==> config.mk <==
export PLATFORM = sky130hd
export DESIGN_NAME = keypad_dec_entry
export DESIGN_NICKNAME = d
export VERILOG_FILES = /design/src/rtl/keypad_pkg.sv /design/src/rtl/keypad_scanner.sv /design/src/rtl/keypad_dec_entry.sv
export SDC_FILE = /design/constraint.sdc
export NUM_CORES = 1
export LEC_CHECK = 0
export BUFFER_PORTS_ARGS = -buffer_cell sky130_fd_sc_hd__clkbuf_2
export CAP_MARGIN = 20
export CORE_AREA = 3 3 109 111
export DETAILED_ROUTE_END_ITERATION = 10
export DIE_AREA = 0 0 112 114
export PLACE_DENSITY = 0.56
export SYNTH_ARGS = -nofsm -noshare
export SYNTH_HDL_FRONTEND = slang
export SYNTH_HIERARCHICAL = 1
export SYNTH_SLANG_ARGS = --single-unit
==> constraint.sdc <==
create_clock -name clk -period 9.1 [get_ports clk]
set_input_delay 1.82 -clock clk [delete_from_list [all_inputs] [get_ports clk]]
set_output_delay 1.82 -clock clk [all_outputs]
set_load 0.03 [all_outputs]
==> src/rtl/keypad_pkg.sv <==
// Shared key codes, debounce FSM state encoding and the matrix-position-to-key lookup
// for the keypad decimal entry block.
package keypad_pkg;

    localparam logic [3:0] KEY_0    = 4'd0;
    localparam logic [3:0] KEY_1    = 4'd1;
    localparam logic [3:0] KEY_2    = 4'd2;
    localparam logic [3:0] KEY_3    = 4'd3;
    localparam logic [3:0] KEY_4    = 4'd4;
    localparam logic [3:0] KEY_5    = 4'd5;
    localparam logic [3:0] KEY_6    = 4'd6;
    localparam logic [3:0] KEY_7    = 4'd7;
    localparam logic [3:0] KEY_8    = 4'd8;
    localparam logic [3:0] KEY_9    = 4'd9;
    localparam logic [3:0] KEY_A    = 4'd10;
    localparam logic [3:0] KEY_B    = 4'd11;
    localparam logic [3:0] KEY_C    = 4'd12;
    localparam logic [3:0] KEY_D    = 4'd13;
    localparam logic [3:0] KEY_STAR = 4'd14;
    localparam logic [3:0] KEY_HASH = 4'd15;

    typedef enum logic [1:0] {
        IDLE_SCAN,
        PRESS_DEB,
        HELD,
        REL_DEB
    } state_t;

    function automatic logic [3:0] key_lookup(input logic [1:0] row, input logic [1:0] col);
        logic [3:0] code;
        case ({row, col})
            4'h0:    code = KEY_1;
            4'h1:    code = KEY_2;
            4'h2:    code = KEY_3;
            4'h3:    code = KEY_A;
            4'h4:    code = KEY_4;
            4'h5:    code = KEY_5;
            4'h6:    code = KEY_6;
            4'h7:    code = KEY_B;
            4'h8:    code = KEY_7;
            4'h9:    code = KEY_8;
            4'hA:    code = KEY_9;
            4'hB:    code = KEY_C;
            4'hC:    code = KEY_STAR;
            4'hD:    code = KEY_0;
            4'hE:    code = KEY_HASH;
            default: code = KEY_D;
        endcase
        return code;
    endfunction

endpackage

==> src/rtl/keypad_scanner.sv <==
// Column scanner: prescaler, one-hot-low column drive, 2-flop row synchronizer and
// per-scan first-key-wins result, reported as a one-clk pulse after column 3 is sampled.
module keypad_scanner
    import keypad_pkg::*;
#(
    parameter int SCAN_DIV_BITS = 16
) (
    input  logic       i_clk,
    input  logic       i_rst,
    input  logic [3:0] i_row,
    output logic [3:0] o_col,
    output logic       o_scan_done,
    output logic       o_scan_hit,
    output logic [3:0] o_scan_code
);

    logic [SCAN_DIV_BITS-1:0] r_presc;
    logic [3:0]               r_sync1;
    logic [3:0]               r_sync2;
    logic [1:0]               r_col;
    logic [3:0]               r_col_drv;
    logic                     r_found;
    logic [3:0]               r_code;
    logic                     r_done;
    logic                     r_hit;
    logic [3:0]               r_res_code;

    logic       w_tick;
    logic [1:0] w_col_next;
    logic       w_row_hit;
    logic [1:0] w_row_idx;
    logic [3:0] w_code_now;

    assign w_tick     = (r_presc == '1);
    assign w_col_next = r_col + 2'd1;
    assign w_code_now = key_lookup(w_row_idx, r_col);

    // Lowest-numbered active row in the currently driven column wins.
    always_comb begin
        w_row_hit = 1'b0;
        w_row_idx = '0;
        for (int unsigned i = 0; i < 4; i++) begin
            if (!r_sync2[i] && !w_row_hit) begin
                w_row_hit = 1'b1;
                w_row_idx = 2'(i);
            end
        end
    end

    always_ff @(posedge i_clk) begin
        if (i_rst) begin
            r_presc    <= '0;
            r_sync1    <= '1;
            r_sync2    <= '1;
            r_col      <= '0;
            r_col_drv  <= 4'b1110;
            r_found    <= 1'b0;
            r_code     <= '0;
            r_done     <= 1'b0;
            r_hit      <= 1'b0;
            r_res_code <= '0;
        end else begin
            r_presc <= r_presc + 1'b1;
            r_sync1 <= i_row;
            r_sync2 <= r_sync1;
            r_done  <= 1'b0;
            if (w_tick) begin
                r_col     <= w_col_next;
                r_col_drv <= ~(4'b0001 << w_col_next);
                if (r_col == 2'd0) begin
                    r_found <= w_row_hit;
                    r_code  <= w_code_now;
                end else if (!r_found && w_row_hit) begin
                    r_found <= 1'b1;
                    r_code  <= w_code_now;
                end
                if (r_col == 2'd3) begin
                    r_done     <= 1'b1;
                    r_hit      <= r_found || w_row_hit;
                    r_res_code <= r_found ? r_code : w_code_now;
                end
            end
        end
    end

    assign o_col       = r_col_drv;
    assign o_scan_done = r_done;
    assign o_scan_hit  = r_hit;
    assign o_scan_code = r_res_code;

endmodule

==> src/rtl/keypad_dec_entry.sv <==
// Keypad decimal entry: debounce FSM and two-operand accumulator on top of keypad_scanner.
// Define KEYPAD_SAT_EN to saturate overflowing digit entry at 255 instead of discarding it.
module keypad_dec_entry
    import keypad_pkg::*;
#(
    parameter int SCAN_DIV_BITS = 16,
    parameter int DEB_SCANS     = 4
) (
    input  logic       clk,
    input  logic       rst,
    input  logic [3:0] row_in,
    output logic [3:0] col_out,
    output logic [7:0] numA,
    output logic [7:0] numB,
    output logic       sel_b,
    output logic [3:0] key_code,
    output logic       key_strobe,
    output logic       commit
);

    logic       w_scan_done;
    logic       w_scan_hit;
    logic [3:0] w_scan_code;

    keypad_scanner #(.SCAN_DIV_BITS(SCAN_DIV_BITS)) u_scanner (
        .i_clk       (clk),
        .i_rst       (rst),
        .i_row       (row_in),
        .o_col       (col_out),
        .o_scan_done (w_scan_done),
        .o_scan_hit  (w_scan_hit),
        .o_scan_code (w_scan_code)
    );

    state_t     r_state;
    logic [3:0] r_cand;
    logic [3:0] r_cnt;
    logic [7:0] r_numA;
    logic [7:0] r_numB;
    logic       r_sel_b;
    logic [3:0] r_key_code;
    logic       r_strobe;
    logic       r_commit;

    logic [7:0]  w_cur;
    logic [11:0] w_prod;
    logic [7:0]  w_op;
    logic [4:0]  w_cnt_next;
    logic        w_deb_done;

    assign w_cur      = r_sel_b ? r_numB : r_numA;
    assign w_prod     = 12'(w_cur) * 12'd10 + 12'(r_cand);
    assign w_cnt_next = {1'b0, r_cnt} + 5'd1;
    assign w_deb_done = (w_cnt_next >= 5'(DEB_SCANS));

    // New value of the active operand if r_cand were accepted now.
    always_comb begin
        w_op = w_cur;
        if (r_cand <= KEY_9) begin
            if (w_prod > 12'd255) begin
`ifdef KEYPAD_SAT_EN
                w_op = 8'd255;
`else
                w_op = w_cur;
`endif
            end else begin
                w_op = w_prod[7:0];
            end
        end else if (r_cand == KEY_C) begin
            w_op = '0;
        end else if (r_cand == KEY_STAR) begin
            w_op = w_cur / 8'd10;
        end
    end

    always_ff @(posedge clk) begin
        if (rst) begin
            r_state    <= IDLE_SCAN;
            r_cand     <= '0;
            r_cnt      <= '0;
            r_numA     <= '0;
            r_numB     <= '0;
            r_sel_b    <= 1'b0;
            r_key_code <= '0;
            r_strobe   <= 1'b0;
            r_commit   <= 1'b0;
        end else begin
            r_strobe <= 1'b0;
            r_commit <= 1'b0;
            if (w_scan_done) begin
                case (r_state)
                    IDLE_SCAN: begin
                        if (w_scan_hit) begin
                            r_state <= PRESS_DEB;
                            r_cand  <= w_scan_code;
                            r_cnt   <= 4'd1;
                        end
                    end
                    PRESS_DEB: begin
                        if (w_scan_hit && (w_scan_code == r_cand)) begin
                            if (w_deb_done) begin
                                r_state    <= HELD;
                                r_key_code <= r_cand;
                                r_strobe   <= 1'b1;
                                r_commit   <= (r_cand == KEY_D);
                                if (r_cand == KEY_A)
                                    r_sel_b <= 1'b0;
                                else if (r_cand == KEY_B)
                                    r_sel_b <= 1'b1;
                                if (r_sel_b)
                                    r_numB <= w_op;
                                else
                                    r_numA <= w_op;
                            end else begin
                                r_cnt <= w_cnt_next[3:0];
                            end
                        end else begin
                            r_state <= IDLE_SCAN;
                        end
                    end
                    HELD: begin
                        if (!w_scan_hit) begin
                            r_state <= REL_DEB;
                            r_cnt   <= 4'd1;
                        end
                    end
                    REL_DEB: begin
                        if (w_scan_hit)
                            r_state <= HELD;
                        else if (w_deb_done)
                            r_state <= IDLE_SCAN;
                        else
                            r_cnt <= w_cnt_next[3:0];
                    end
                    default: r_state <= IDLE_SCAN;
                endcase
            end
        end
    end

    assign numA       = r_numA;
    assign numB       = r_numB;
    assign sel_b      = r_sel_b;
    assign key_code   = r_key_code;
    assign key_strobe = r_strobe;
    assign commit     = r_commit;

endmodule

; Yosys cells after proc, flatten, opt, wreduce, memory -nomap -nowiden
; Memories as Yosys holds them, arrays and structs flattened.
; Cells that the tools add are included.
[word_totals]
word_cells = 116
romBits = 64
out_inout_bits = 27
memories = 1
ff_bits = 74
[classes]
multipliers = 1
n_bitwise = 7
mux = 34
addsub = 4
shift = 1
n_reduce_logical = 28
n_eq_ne = 17
n_lt_le_gt_ge = 3
n_div = 1
[mem_list]
columns = name, words, width, read_ports, rd_clocked_by_memory_dff, write_ports, line
row1 = (name not given), 16, 4, 1, 0, 0, keypad_pkg.sv:31  ; case ({row, col})
[ops]
columns = operator, n
row1 = two-way mux 8 bit, 5
row2 = two-way mux 4 bit, 8
row3 = AND reduction 5 bit, 5
row4 = == test 4 bit (second input constant), 5
row5 = adder 16 x 1 -> 16 bit (second input constant), 1
row6 = == test 16 bit (second input constant), 1
row7 = two-way mux 2 bit, 8
row8 = case mux 4 bit (4 select lines), 1
row9 = adder 12 x 4 -> 12 bit, 1
row10 = greater-than comparator 12 x 8 -> 1 bit (second input constant), 1
row11 = multiplier 8 x 3 -> 11 bit (second input constant), 1
row12 = two-way mux 1 bit, 11
row13 = divider 8 x 4 -> 8 bit (second input constant), 1
row14 = case mux 2 bit (4 select lines), 1
row15 = == test 2 bit (second input constant), 3
row16 = logical NOT 1 bit, 6
row17 = != test 2 bit (second input constant), 3
row18 = NOT 1 bit, 6
row19 = adder 4 x 1 -> 5 bit (second input constant), 1
row20 = greater-or-equal comparator 5 x 3 -> 1 bit (second input constant), 1
row21 = logical AND 1 bit, 5
row22 = OR reduction 5 bit, 1
row23 = == test 4 bit, 1
row24 = <= comparator 4 bit (second input constant), 1
row25 = other kinds (15), 18

; Logic depth before layout (Yosys ltp)
; Gate-level depths: netlist (run 1).
[logic_depth]
word_depth = 12
ltp_mapped = 15
depth_no_buf = 14

; Modules after synthesis
; Netlist (run 1), hierarchy kept.
[modules_own_cells]
columns = mod, n_inst, area_per_inst_um2, cells_each
row1 = keypad_dec_entry, 1, 2555.0, 305
row2 = keypad_scanner, 1, 1844.3, 210

; Worst setup path before layout (run 1)
; OpenSTA, ideal clock, no wires.
[synth_timing]
path_kind = reg-to-reg
from = reg r_sel_b (netlist: sel_b)
to = reg r_numB[6] (netlist: numB[6])
arrival_ps = 3568
stages_incl_launch_ff = 15
t_required_ps = 8984
path_slack_ps = 5416
path_buffers = 2
period_less_slack_ps = 3684
cell_sequence = dfxtp_1 > buf_6 > mux2i_1 > buf_2 > inv_1 > ha_1 > inv_1 > fa_1 > xnor2_1 > nor3b_1 > nor3_1 > mux2_2 > nand3_1 > mux2i_1 > a31o_2
[synth_between]
elab_chain_cells = 6
word_cells_on_any_way = 10
classes_between = add/sub (1) / mul (1) / div (1) / order compare (1) / mux (5) / reduce/logical (1)
[synth_lines]
columns = item, line
row1 = start: declaration, keypad_dec_entry.sv:40  ; logic r_sel_b;
row2 = start signal: assignment, keypad_dec_entry.sv:83  ; r_sel_b <= 1'b0;
row3 = start signal: assignment, keypad_dec_entry.sv:107  ; r_sel_b <= 1'b0;
row4 = start signal: assignment, keypad_dec_entry.sv:109  ; r_sel_b <= 1'b1;
row5 = "parallel branches: the longest is 6 deep, another holds divider 8 x 4 -> 8 bit", n/a
row6 = end signal: assignment, keypad_dec_entry.sv:111  ; r_numB <= w_op;
row7 = end: declaration, keypad_dec_entry.sv:39  ; logic [7:0] r_numB;
; Several ways; the timed one is not identified.
; A chain may end at the register's enable or synchronous reset.

; Final worst setup path (run 1)
[layout_timing]
from = reg r_sel_b (netlist: sel_b)
to = reg r_numB[3] (netlist: numB[3])
; The elaborated chain is that of the path after synthesis.

==> metrics.csv, run 1 <==
stage,metric,value,unit
status,outcome,"finished, final reports clean",
grt,grt_pass1_wl,16.5,mm
critical_path,required,9300,ps
layout,mostFrequentLayoutCell,dfxtp_1,
timing,tightest_slew,970,ps
routing,dr.first_iter.drc_count,231,
timing,fmax,217,MHz
timing,setup_viol,0,
routing,drtPass1Iterations,4,
timing,period_minus_slack,4610,ps
critical_path,cp_num_buf_inv,2,
clock_tree,ctsResizeCount,0,
power_and_ir_drop,clock_power_share,45.5,%
routing,num_vias,3758,
layout,drive_gt1_share,15.1,%
routing,vias_per_cell,5.56,
yosys,ys_ff_latch,74,
power_and_ir_drop,leakagePower,0.00187,µW
yosys,ys_seq_area_share,33.7,%
yosys,synth-compound-area-share,20.6,%
timing,grt_setup_unrepaired,no,
yosys,yosys_warnings,6,
critical_path,cp_max_fo,12,
power_and_ir_drop,powerDensity,131,nW/µm²
clock_tree,clk_pin_slew_worst_paths,80,ps
timing,hold_viol_final,0,
yosys,synth_top_family_by_area,simple AND/OR/NAND/NOR gates,
routing,wl,9.77,mm
timing,fin_skew,10.0,ps
clock_tree,post_cts_buffers,0,
yosys,synthArstFlopShare,0,%
placement,gp_congestion,0.850,
critical_path,start_kind,flop,
timing,maxSlewHeadroom,34.5,%
critical_path,crit_slowest_cell,mux2i_1,
timing,post-route-period-util,50.7,%
clock_tree,clockBufferDepth,2,
yosys,yosys-mux-area-fraction,5.35,%
power_and_ir_drop,internal_power,500,µW
timing,fin_setup_tns,0,ps
yosys,avgSynthCellArea,8.54,µm²
timing,fin_ws,4490,ps
power_and_ir_drop,switching_power,134,µW
power_and_ir_drop,max-vdd-ir-drop,0.000102,V
run,drv_cap,0,
die,io_pins,33,
placement,hpwl,7.14,mm
die,rows,38,
yosys,synth-adder-area-share,8.02,%
critical_path,cp.arrival,4810,ps
power_and_ir_drop,pwr-share-seq,51.9,%
min_path,min_path_cells,1,
power_and_ir_drop,comb_power_share,2.5,%
die,die_y,114,µm
yosys,ys.flop_type,dfxtp_1,
routing,ant_nets,0,
grt,antenna_found_initial,0,
placement,numPortBuffers,32,
critical_path,crit_family,multiplexers,
timing,slew_violations,0,
layout,areaGrowthSynthToFinish,10.0,%
clock_tree,holdBufCountCts,0,
die,start_util,40.4,%
yosys,synth_xor_area_share,4.38,%
die,die_w,112,µm
power_and_ir_drop,swShare,21.1,%
grt,grt_max_degree,42,
grt,overflow,0,
grt,grt_pass1_vias,3381,
placement,place_area,4610,µm²
layout,postLayoutCellArea,4840,µm²
min_path,hold_path.class,flop to flop,
placement,preCtsSetupSlack,4520,ps
critical_path,r2r_cells,12,
critical_path,critPathKind,flop to flop,
die,die_area,12800,µm²
clock_tree,tritoncts,yes,
clock_tree,cts-root-buf,clkbuf_8,
grt,track_usage,15.5,%
routing,post_drt_wl_per_cell,14.5,µm
clock_tree,htree_num_levels,3,
yosys,syn-num-nets,548,
layout,fillCellCount,1100,
yosys,netlist_area,4400,µm²
power_and_ir_drop,power.total,634,µW
yosys,synthCells,515,
layout,most-common-layout-cells,"dfxtp_1, nor2_1, clkbuf_2",
yosys,synth_cell_type_count,71,
clock_tree,clkLatencyLatePin,350,ps
critical_path,endpoint_kind,flop,
critical_path,crit_cells,12,
clock_tree,cts_buffers,9,
critical_path,worstPathCellList,mux2i_1 > inv_1 > ha_1 > inv_1 > fa_1 > xnor2_1 > nor3b_1 > nor3_1 > mux2_2 > a21o_1 > a32oi_1 > a211oi_1,
routing,route.detailed.drc,0,
critical_path,cp_slowest_stage_delay,840,ps
layout,antennaDiodeCount,0,
layout,layout.nets,565,
clock_tree,cts_num_sinks,74,
yosys,synth_edf_count,0,
critical_path,cpMostUsedCell,inv_1,
yosys,synth-simple-area-share,23.2,%
die,core-area,10900,µm²
layout,utilization,44.4,%
==> stage by stage <==
stage / hold WS (ps) / instances
detailed placement: 395 / 660
CTS: 414 / 675
global placement: 392 / 660
global route: 424 / 676
floorplan: 389 / 515
finish: 410 / 676
==> kinds of logic after synthesis <==
kind of cell               count (synthesis)
and+or+nand+nor                          193
muxes                                     21
DFF                                       74
adders and majority gates                 27
AOI/OAI and AO/OA                        131
buffers and inverters                     47
xor gates and xnor gates                  22
==> per-layer routing <==
layer | part of all wire, % | vias to the layer above | GRT usage, % | wire length [µm]
li1 | - | 1923 | - | -
met1 | 48 | 1736 | 21.1 | 4730
met2 | 46 | 90 | 24.8 | 4470
met3 | 4.6 | 9 | 3.45 | 452
met4 | 1.3 | 0 | 4.81 | 123
met5 | 0 | - | 0 | 0
==> cells in the mapped netlist, types with 5 or more instances <==
master,instances,area (µm²)
a211oi_1,13,97.6
dfxtp_1,74,1480
clkbuf_1,20,75.1
nand2_1,32,120
mux2i_1,14,140
nor4_1,5,31.3
a21o_1,8,60.1
xor2_1,11,96.3
a21oi_1,32,160
nand4_1,8,50.1
a31oi_1,6,37.5
or2_2,9,56.3
ha_1,25,313
nor3_1,11,55.1
xnor2_1,11,96.3
nor3b_1,10,75.1
inv_1,15,56.3
o211ai_1,10,75.1
nor2_1,54,203
buf_2,5,25.0
nand3_1,20,100
or3_1,10,62.6
o21ai_0,21,105
==> flip-flops by register name, summed over array words and instances, names as in the netlist, 2 cells and up <==
name and cells:
key_code 4, numA 8, numB 8, r_cand 4, r_cnt 4, r_state 2
u_scanner/o_col 4, u_scanner/o_scan_code 4, u_scanner/r_code 4, u_scanner/r_col 2, u_scanner/r_presc 16, u_scanner/r_sync1 4
u_scanner/r_sync2 4
==> power groups by stage <==
stage	clock, µW	sequential [µW]	combinational (µW)
floorplan	0	335	13.0
global placement	0	336	15.9
detailed placement	0	337	16.1
CTS	299	329	16.2
global route	310	329	18.2
finish	289	329	16.0
==> path summary, 6_finish.rpt <==
check	startpoint	endpoint	slack (ps)
setup / recovery	sel_b$_SDFFE_PP0P_	numB[3]$_SDFFE_PP0P_	4490
hold / removal	u_scanner/r_sync1[1]$_SDFF_PP1_	u_scanner/r_sync2[1]$_SDFF_PP1_	410
setup reg to reg	sel_b$_SDFFE_PP0P_	numB[3]$_SDFFE_PP0P_	4490
hold reg to reg	u_scanner/r_sync1[1]$_SDFF_PP1_	u_scanner/r_sync2[1]$_SDFF_PP1_	410
==> cell type report <==
class | instances | area, µm² | area share [%]
clock inverter | 4 | 75.1 | 1.55
tap | 140 | 175 | 3.62
clock buffer | 11 | 151 | 3.13
multi-input combinational | 394 | 2710 | 55.9
timing repair buffer | 35 | 180 | 3.72
sequential | 74 | 1480 | 30.6
inverter | 18 | 68.8 | 1.42
==> worst reg2reg max path, cell delays in order, from the launching register on <==
cell and delay, ps:
dfxtp_1 750, mux2i_1 840, inv_1 350, ha_1 400
inv_1 60, fa_1 450, xnor2_1 280, nor3b_1 340
nor3_1 100, mux2_2 330, a21o_1 170, a32oi_1 250
a211oi_1 120
(Power assumes the default switching activity.)
==> inputs of run 2 (changes only) <==
--- a/config.mk
+++ b/config.mk
@@ -10,7 +10,7 @@
 export CORE_AREA = 3 3 109 111
 export DETAILED_ROUTE_END_ITERATION = 10
 export DIE_AREA = 0 0 112 114
-export PLACE_DENSITY = 0.56
+export PLACE_DENSITY = 0.58
 export SYNTH_ARGS = -nofsm -noshare
 export SYNTH_HDL_FRONTEND = slang
 export SYNTH_HIERARCHICAL = 1
==> constraint.sdc (replaced) <==
create_clock -name clk -period 3.8 [get_ports clk]
set_input_delay 0.76 -clock clk [delete_from_list [all_inputs] [get_ports clk]]
set_output_delay 0.76 -clock clk [all_outputs]
set_load 0.03 [all_outputs]
==> run 2 against run 1 <==
  * Fmax increased by 29%
  * Final cell count increased by 1.8%
  * First-iteration DRC count fell by 17%
  * Clock-buffer cell count is 3 higher
  * Combinational power rose to 2.5 times the previous value
  * Global-route usage increased by 0.92 points
  * Die area is the same
  * Hold slack got worse by 2.2 ps
  * Wire length up 5.1%
  * Critical path type unchanged
==> metrics.csv, run 2 (same netlist as run 1, synthesis figures left out) <==
stage,metric,value,unit,change
critical_path,cp.arrival,3790,ps,was 4810 ps
layout,antennaDiodeCount,0,,unchanged
power_and_ir_drop,leakagePower,0.00192,µW,was 0.00187 µW
critical_path,endpoint_kind,flop,,unchanged
status,outcome,"finished, final reports clean",,unchanged
routing,route.detailed.drc,0,,unchanged
grt,antenna_found_initial,0,,unchanged
routing,post_drt_wl_per_cell,14.9,µm,was 14.5 µm
layout,mostFrequentLayoutCell,dfxtp_1,,unchanged
power_and_ir_drop,max-vdd-ir-drop,0.000219,V,was 0.000102 V
power_and_ir_drop,powerDensity,296,nW/µm²,was 131 nW/µm²
routing,num_vias,3836,,was 3758
layout,stdcell_count,688,,was 676
routing,dr.first_iter.drc_count,191,,was 231
grt,overflow,0,,unchanged
routing,route.met3.wl,382,µm,was 452 µm
timing,slew_violations,0,,unchanged
routing,drtPass1Iterations,4,,unchanged
grt,track_usage,16.5,%,was 15.5%
clock_tree,cts_buffers,9,,unchanged
clock_tree,clockBufferDepth,2,,unchanged
clock_tree,cts-root-buf,clkbuf_8,,unchanged
layout,multi_input_area,2720,µm²,was 2710 µm²
die,die_y,114,µm,unchanged
die,rows,38,,unchanged
routing,ant_nets,0,,unchanged
routing,highest-signal-layer,met4,,unchanged
layout,area.sequential,1480,µm²,about the same
layout,most-common-layout-cells,"dfxtp_1, nor2_1, clkbuf_2",,unchanged
die,start_util,40.4,%,unchanged
critical_path,cp_max_fo,8,,was 12
min_path,hold_path.class,flop to flop,,unchanged
critical_path,cp_slowest_stage_delay,490,ps,was 840 ps
grt,grt_pass1_vias,3643,,was 3381
layout,fillCellCount,1061,,was 1100
critical_path,critPathKind,flop to flop,,unchanged
layout,utilization,45.0,%,was 44.4%
timing,post-route-period-util,94.1,%,was 50.7%
layout,largest_register,u_scanner/r_presc,,unchanged
timing,fin_skew,6.19,ps,was 10.0 ps
grt,grt_pass1_wl,17.5,mm,was 16.5 mm
routing,wl_met1,4.89,mm,was 4.73 mm
clock_tree,post_cts_buffers,0,,unchanged
die,die_area,12800,µm²,unchanged
placement,numPortBuffers,32,,unchanged
clock_tree,clkLatencyLatePin,360,ps,was 350 ps
timing,fmax,280,MHz,was 217 MHz
die,core-area,10900,µm²,unchanged
die,die_w,112,µm,unchanged
clock_tree,cts_num_sinks,74,,unchanged
clock_tree,htree_num_levels,3,,unchanged
placement,gp_congestion,0.963,,was 0.850
critical_path,worstPathCellList,mux2_2 > ha_1 > ha_1 > inv_1 > fa_1 > xnor2_1 > nor3b_2 > nor3_1 > mux2_2 > a21o_1 > a32oi_1 > a211oi_1,,was mux2i_1 > inv_1 > ha_1 > inv_1 > fa_1 > xnor2_1 > nor3b_1 > nor3_1 > mux2_2 > a21o_1 > a32oi_1 > a211oi_1
timing,setup_viol,0,,unchanged
layout,largest_reg_flops,16,,unchanged
layout,layout.nets,576,,was 565
clock_tree,clk_pin_slew_worst_paths,70,ps,was 80 ps
timing,hold_viol_final,0,,unchanged
timing,fin_setup_tns,0,ps,unchanged
critical_path,required,4010,ps,was 9300 ps
layout,drive_gt1_share,17.0,%,was 15.1%
timing,maxSlewHeadroom,31.3,%,was 34.5%
routing,wl,10.3,mm,was 9.77 mm
run,drv_cap,0,,unchanged
routing,vias_per_cell,5.58,,was 5.56
timing,tightest_slew,1020,ps,was 970 ps
placement,dpl.cell_count,671,,was 660
layout,areaGrowthSynthToFinish,11.5,%,was 10.0%
timing,period_minus_slack,3580,ps,was 4610 ps
critical_path,start_kind,flop,,unchanged
timing,timing.hold.ws,408,ps,was 410 ps
critical_path,crit_slowest_cell,dfxtp_2,,was mux2i_1
placement,hpwl,7.52,mm,was 7.14 mm
grt,grt_max_degree,41,,was 42
die,io_pins,33,,unchanged
power_and_ir_drop,power.total,1450,µW,was 634 µW
routing,wl_met2,4.92,mm,was 4.47 mm
clock_tree,tritoncts,yes,,unchanged
-- run 2: changes by cell type in the layout (fill, tap and decap cells not counted), moves of 2 or more --
cell,previous run,this run
buf_4,2,13
clkbuf_1,0,3
clkinvlp_4,2,0
nor3b_1,10,8
nor3b_2,0,2
-- run 2: power breakdown --
group	switching, µW	leakage [µW]	internal (µW)	total [µW]
registers	6.36	0.000599	782	788
clock network	286	0.000101	339	625
logic	25.2	0.00122	14.9	40.1
-- run 2: worst max-delay path, delay by kind of cell (launching register included) --
| kind | cells | cell delay (ps) |
|---|---|---|
| AND/OR/NAND/NOR | 2 | 380 |
| adder cells (fa/ha/maj) | 3 | 870 |
| XOR/XNOR | 1 | 310 |
| buffers and inverters | 1 | 60 |
| multiplexers | 2 | 720 |
| flip-flops | 1 | 490 |
| AO/OA/AOI/OAI | 3 | 580 |
-- run 2: cell type report --
| type | count | area share [%] |
|---|---|---|
| clock buffer | 14 | 3.32 |
| multi-input combinational | 394 | 55.4 |
| timing repair buffer | 46 | 5.36 |
| clock inverter | 2 | 0.714 |
| tap | 140 | 3.57 |
| sequential | 74 | 30.2 |
| inverter | 18 | 1.40 |
-- run 2: final timing paths --
kind                                                       from                              end  slack (ps)  cells after the start
worst min-delay path            u_scanner/r_sync1[2]$_SDFF_PP1_  u_scanner/r_sync2[2]$_SDFF_PP1_         410                      1
worst max register to register               sel_b$_SDFFE_PP0P_             numB[3]$_SDFFE_PP0P_         220                     12
worst min register to register  u_scanner/r_sync1[2]$_SDFF_PP1_  u_scanner/r_sync2[2]$_SDFF_PP1_         410                      1
worst max-delay path                         sel_b$_SDFFE_PP0P_             numB[3]$_SDFFE_PP0P_         220                     12
-- run 2: per-layer routing --
layer / track usage, % / up-vias
met5: 0 / -
met4: 5.45 / 0
met3: 4.40 / 10
met2: 27.5 / 71
met1: 20.8 / 1811
li1: - / 1944
-- run 2: what timing repair did --
| item | 4_1_cts | 5_1_grt |
|---|---|---|
| gates cloned | 0 | 0 |
| hold buffers | 0 | 0 |
| resized for setup | 1 | 3 |
| setup endpoints to repair | 2 | 12 |
-- run 2: metrics by stage --
stage	setup WS (ps)	instance area (µm²)
6_report	224	4900
3_3_place_gp	130	4690
4_1_cts	131	4890
3_5_place_dp	-21.6	4690
5_1_grt	-6.19	4900
2_1_floorplan	116	4400
==> inputs of run 3 (changes only) <==
--- a/config.mk
+++ b/config.mk
@@ -7,10 +7,10 @@
 export LEC_CHECK = 0
 export BUFFER_PORTS_ARGS = -buffer_cell sky130_fd_sc_hd__clkbuf_2
 export CAP_MARGIN = 20
-export CORE_AREA = 3 3 109 111
+export CORE_AREA = 3 3 104 116
 export DETAILED_ROUTE_END_ITERATION = 10
-export DIE_AREA = 0 0 112 114
-export PLACE_DENSITY = 0.58
+export DIE_AREA = 0 0 107 119
+export PLACE_DENSITY = 0.59
 export SYNTH_ARGS = -nofsm -noshare
 export SYNTH_HDL_FRONTEND = slang
 export SYNTH_HIERARCHICAL = 1
==> run 3 against run 2 <==
  * Clock power is 37% higher
  * Non-clock buffer count is 5 higher
  * Clock skew is 2.5 ps higher
  * Critical endpoint unchanged
  * Via count is 0.89% higher
  * Die area is 0.27% lower
  * Sequential power hardly changed
  * Largest cell class unchanged
  * Total power is 16% higher
  * Largest power group is now clock
  * First-iteration DRC count is 12% lower
  * Fmax is 0.50% higher
  * Sequential cell count stayed put
  * Global-route usage is 1.4 points higher
  * Register-to-register slack better by 20 ps
==> metrics.csv, run 3 (same netlist as run 1, synthesis figures left out) <==
stage,metric,value,unit,change
placement,numPortBuffers,32,,unchanged
timing,fmax,281,MHz,was 280 MHz
clock_tree,htree_num_levels,3,,unchanged
critical_path,required,3990,ps,was 4010 ps
timing,period_minus_slack,3560,ps,was 3580 ps
power_and_ir_drop,powerDensity,333,nW/µm²,was 296 nW/µm²
critical_path,r2r-start,sel_b$_SDFFE_PP0P_,,unchanged
timing,tightest_slew,1020,ps,about the same
clock_tree,cts_buffers,9,,unchanged
grt,antenna_found_initial,0,,unchanged
critical_path,reg2reg_setup_slack,240,ps,was 220 ps
critical_path,cp_slowest_stage_delay,460,ps,was 490 ps
routing,num_vias,3870,,was 3836
critical_path,start_kind,flop,,unchanged
timing,maxSlewHeadroom,31.1,%,was 31.3%
die,io_pins,33,,unchanged
routing,drtPass1Iterations,4,,unchanged
clock_tree,clk_pin_slew_worst_paths,60,ps,was 70 ps
critical_path,worstPathCellList,mux2_2 > ha_1 > ha_1 > inv_1 > fa_1 > nor2b_1 > o21a_1 > nor3_1 > or2_2 > mux2_2 > a21o_1 > a32oi_1 > a211oi_1,,was mux2_2 > ha_1 > ha_1 > inv_1 > fa_1 > xnor2_1 > nor3b_2 > nor3_1 > mux2_2 > a21o_1 > a32oi_1 > a211oi_1
timing,fin_skew,8.65,ps,was 6.19 ps
routing,dr.first_iter.drc_count,168,,was 191
routing,vias_per_cell,5.53,,was 5.58
critical_path,r2r_cells,13,,was 12
grt,grt_max_degree,37,,was 41
placement,dpl.cell_count,683,,was 671
die,die_y,119,µm,was 114 µm
run,drv_cap,0,,unchanged
critical_path,crit_slowest_cell,dfxtp_2,,unchanged
layout,largest_reg_flops,16,,unchanged
grt,grt_pass1_wl,18.5,mm,was 17.5 mm
die,core-area,11000,µm²,was 10900 µm²
layout,layout.nets,581,,was 576
min_path,hold_end,u_scanner/r_sync2[3]$_SDFF_PP1_,,was u_scanner/r_sync2[2]$_SDFF_PP1_
critical_path,cp.arrival,3740,ps,was 3790 ps
layout,areaGrowthSynthToFinish,15.0,%,was 11.5%
grt,grt_pass1_vias,3848,,was 3643
grt,overflow,0,,unchanged
timing,setup_viol,0,,unchanged
die,die_w,107,µm,was 112 µm
clock_tree,cts-root-buf,clkbuf_16,,was clkbuf_8
placement,place_area,4740,µm²,was 4690 µm²
die,die_area,12700,µm²,was 12800 µm²
critical_path,timing.rr.end,numB[3]$_SDFFE_PP0P_,,unchanged
routing,wl,10.8,mm,was 10.3 mm
layout,utilization,46.2,%,was 45.0%
layout,stdcell_count,700,,was 688
critical_path,endpoint_kind,flop,,unchanged
clock_tree,holdBufCountCts,0,,unchanged
critical_path,cp_max_fo,9,,was 8
timing,timing.hold.ws,407,ps,was 408 ps
critical_path,critPathKind,flop to flop,,unchanged
clock_tree,cts_num_sinks,74,,unchanged
timing,grt_setup_unrepaired,no,,
placement,gp_congestion,0.888,,was 0.963
layout,postLayoutCellArea,5060,µm²,was 4900 µm²
timing,fin_setup_tns,0,ps,unchanged
clock_tree,clkLatencyLatePin,330,ps,was 360 ps
grt,track_usage,17.9,%,was 16.5%
placement,hpwl,8.04,mm,was 7.52 mm
min_path,min_from,u_scanner/r_sync1[3]$_SDFF_PP1_,,was u_scanner/r_sync1[2]$_SDFF_PP1_
routing,route.detailed.drc,0,,unchanged
timing,slew_violations,0,,unchanged
min_path,min_path_cells,1,,unchanged
power_and_ir_drop,max-vdd-ir-drop,0.000259,V,was 0.000219 V
clock_tree,clockBufferDepth,2,,unchanged
timing,post-route-period-util,93.6,%,was 94.1%
layout,most-common-layout-cells,"dfxtp_1, nor2_1, clkbuf_2",,unchanged
routing,ant_nets,0,,unchanged
die,start_util,40.1,%,was 40.4%
routing,post_drt_wl_per_cell,15.4,µm,was 14.9 µm
status,outcome,"finished, final reports clean",,unchanged
layout,drive_gt1_share,18.3,%,was 17.0%
layout,mostFrequentLayoutCell,dfxtp_1,,unchanged
layout,largest_register,u_scanner/r_presc,,unchanged
min_path,hold_path.class,flop to flop,,unchanged
die,rows,40,,was 38
clock_tree,tritoncts,yes,,unchanged
power_and_ir_drop,leakagePower,0.00198,µW,was 0.00192 µW
layout,antennaDiodeCount,0,,unchanged
timing,hold_viol_final,0,,unchanged
run 3: cell types whose count changed in the layout (fill, tap and decap cells not counted), sizes merged:
| cell | change |
|---|---|
| clkinvlp | +1 |
| buf | +5 |
| clkinv | +1 |
| clkbuf | -2 |
run 3: where the power goes:
| group | internal, µW | switching, µW | total, µW |
|---|---|---|---|
| clock | 527 | 329 | 856 |
| combinational | 14.9 | 24.9 | 39.8 |
| sequential | 783 | 6.41 | 789 |
| total | 1320 | 360 | 1680 |
run 3: critical path: cells and delay by family (launching register included):
family	cells	cell delay, ps
buf+inv	1	70
fa+ha+maj	3	870
mux	2	740
simple gates	3	520
flops	1	460
compound gates	4	730
run 3: layout make-up:
type / instances / area [µm²]
Clock buffer: 12 / 246
Tap cell: 147 / 184
Timing Repair Buffer: 51 / 300
Sequential cell: 74 / 1480
Multi-Input combinational cell: 394 / 2730
Fill cell: 1089 / 5900
Inverter: 18 / 68.8
Clock inverter: 4 / 51.3
run 3: worst max path at each step:
stage | startpoint | endpoint | cells after the start
global placement | sel_b$_SDFFE_PP0P_ | numB[5]$_SDFFE_PP0P_ | 12
floorplan | sel_b$_SDFFE_PP0P_ | numB[6]$_SDFFE_PP0P_ | 14
global route | sel_b$_SDFFE_PP0P_ | numB[6]$_SDFFE_PP0P_ | 15
detailed placement | sel_b$_SDFFE_PP0P_ | numB[2]$_SDFFE_PP0P_ | 12
finish | sel_b$_SDFFE_PP0P_ | numB[3]$_SDFFE_PP0P_ | 13
CTS | sel_b$_SDFFE_PP0P_ | numB[2]$_SDFFE_PP0P_ | 12
run 3: per-layer routing:
metal / global-route usage (%) / vias up / part of all wire, %
li1: - / 1957 / -
met1: 21.0 / 1831 / 44
met2: 31.8 / 62 / 52
met3: 2.93 / 20 / 2.5
met4: 7.91 / 0 / 2.3
met5: 0 / - / 0
run 3: timing repair:
action                     in CTS  in global routing
hold endpoints to repair        0                  0
gates resized for setup         0                  6
setup endpoints to repair       0                 16
buffers inserted                0                  0
run 3: stage by stage:
step	setup slack, ps	power [µW]
after CTS	23.5	1710
after global routing	54.1	1740
after detailed placement	94.1	846
after floorplan	116	834
final	242	1680
after global placement	203	845
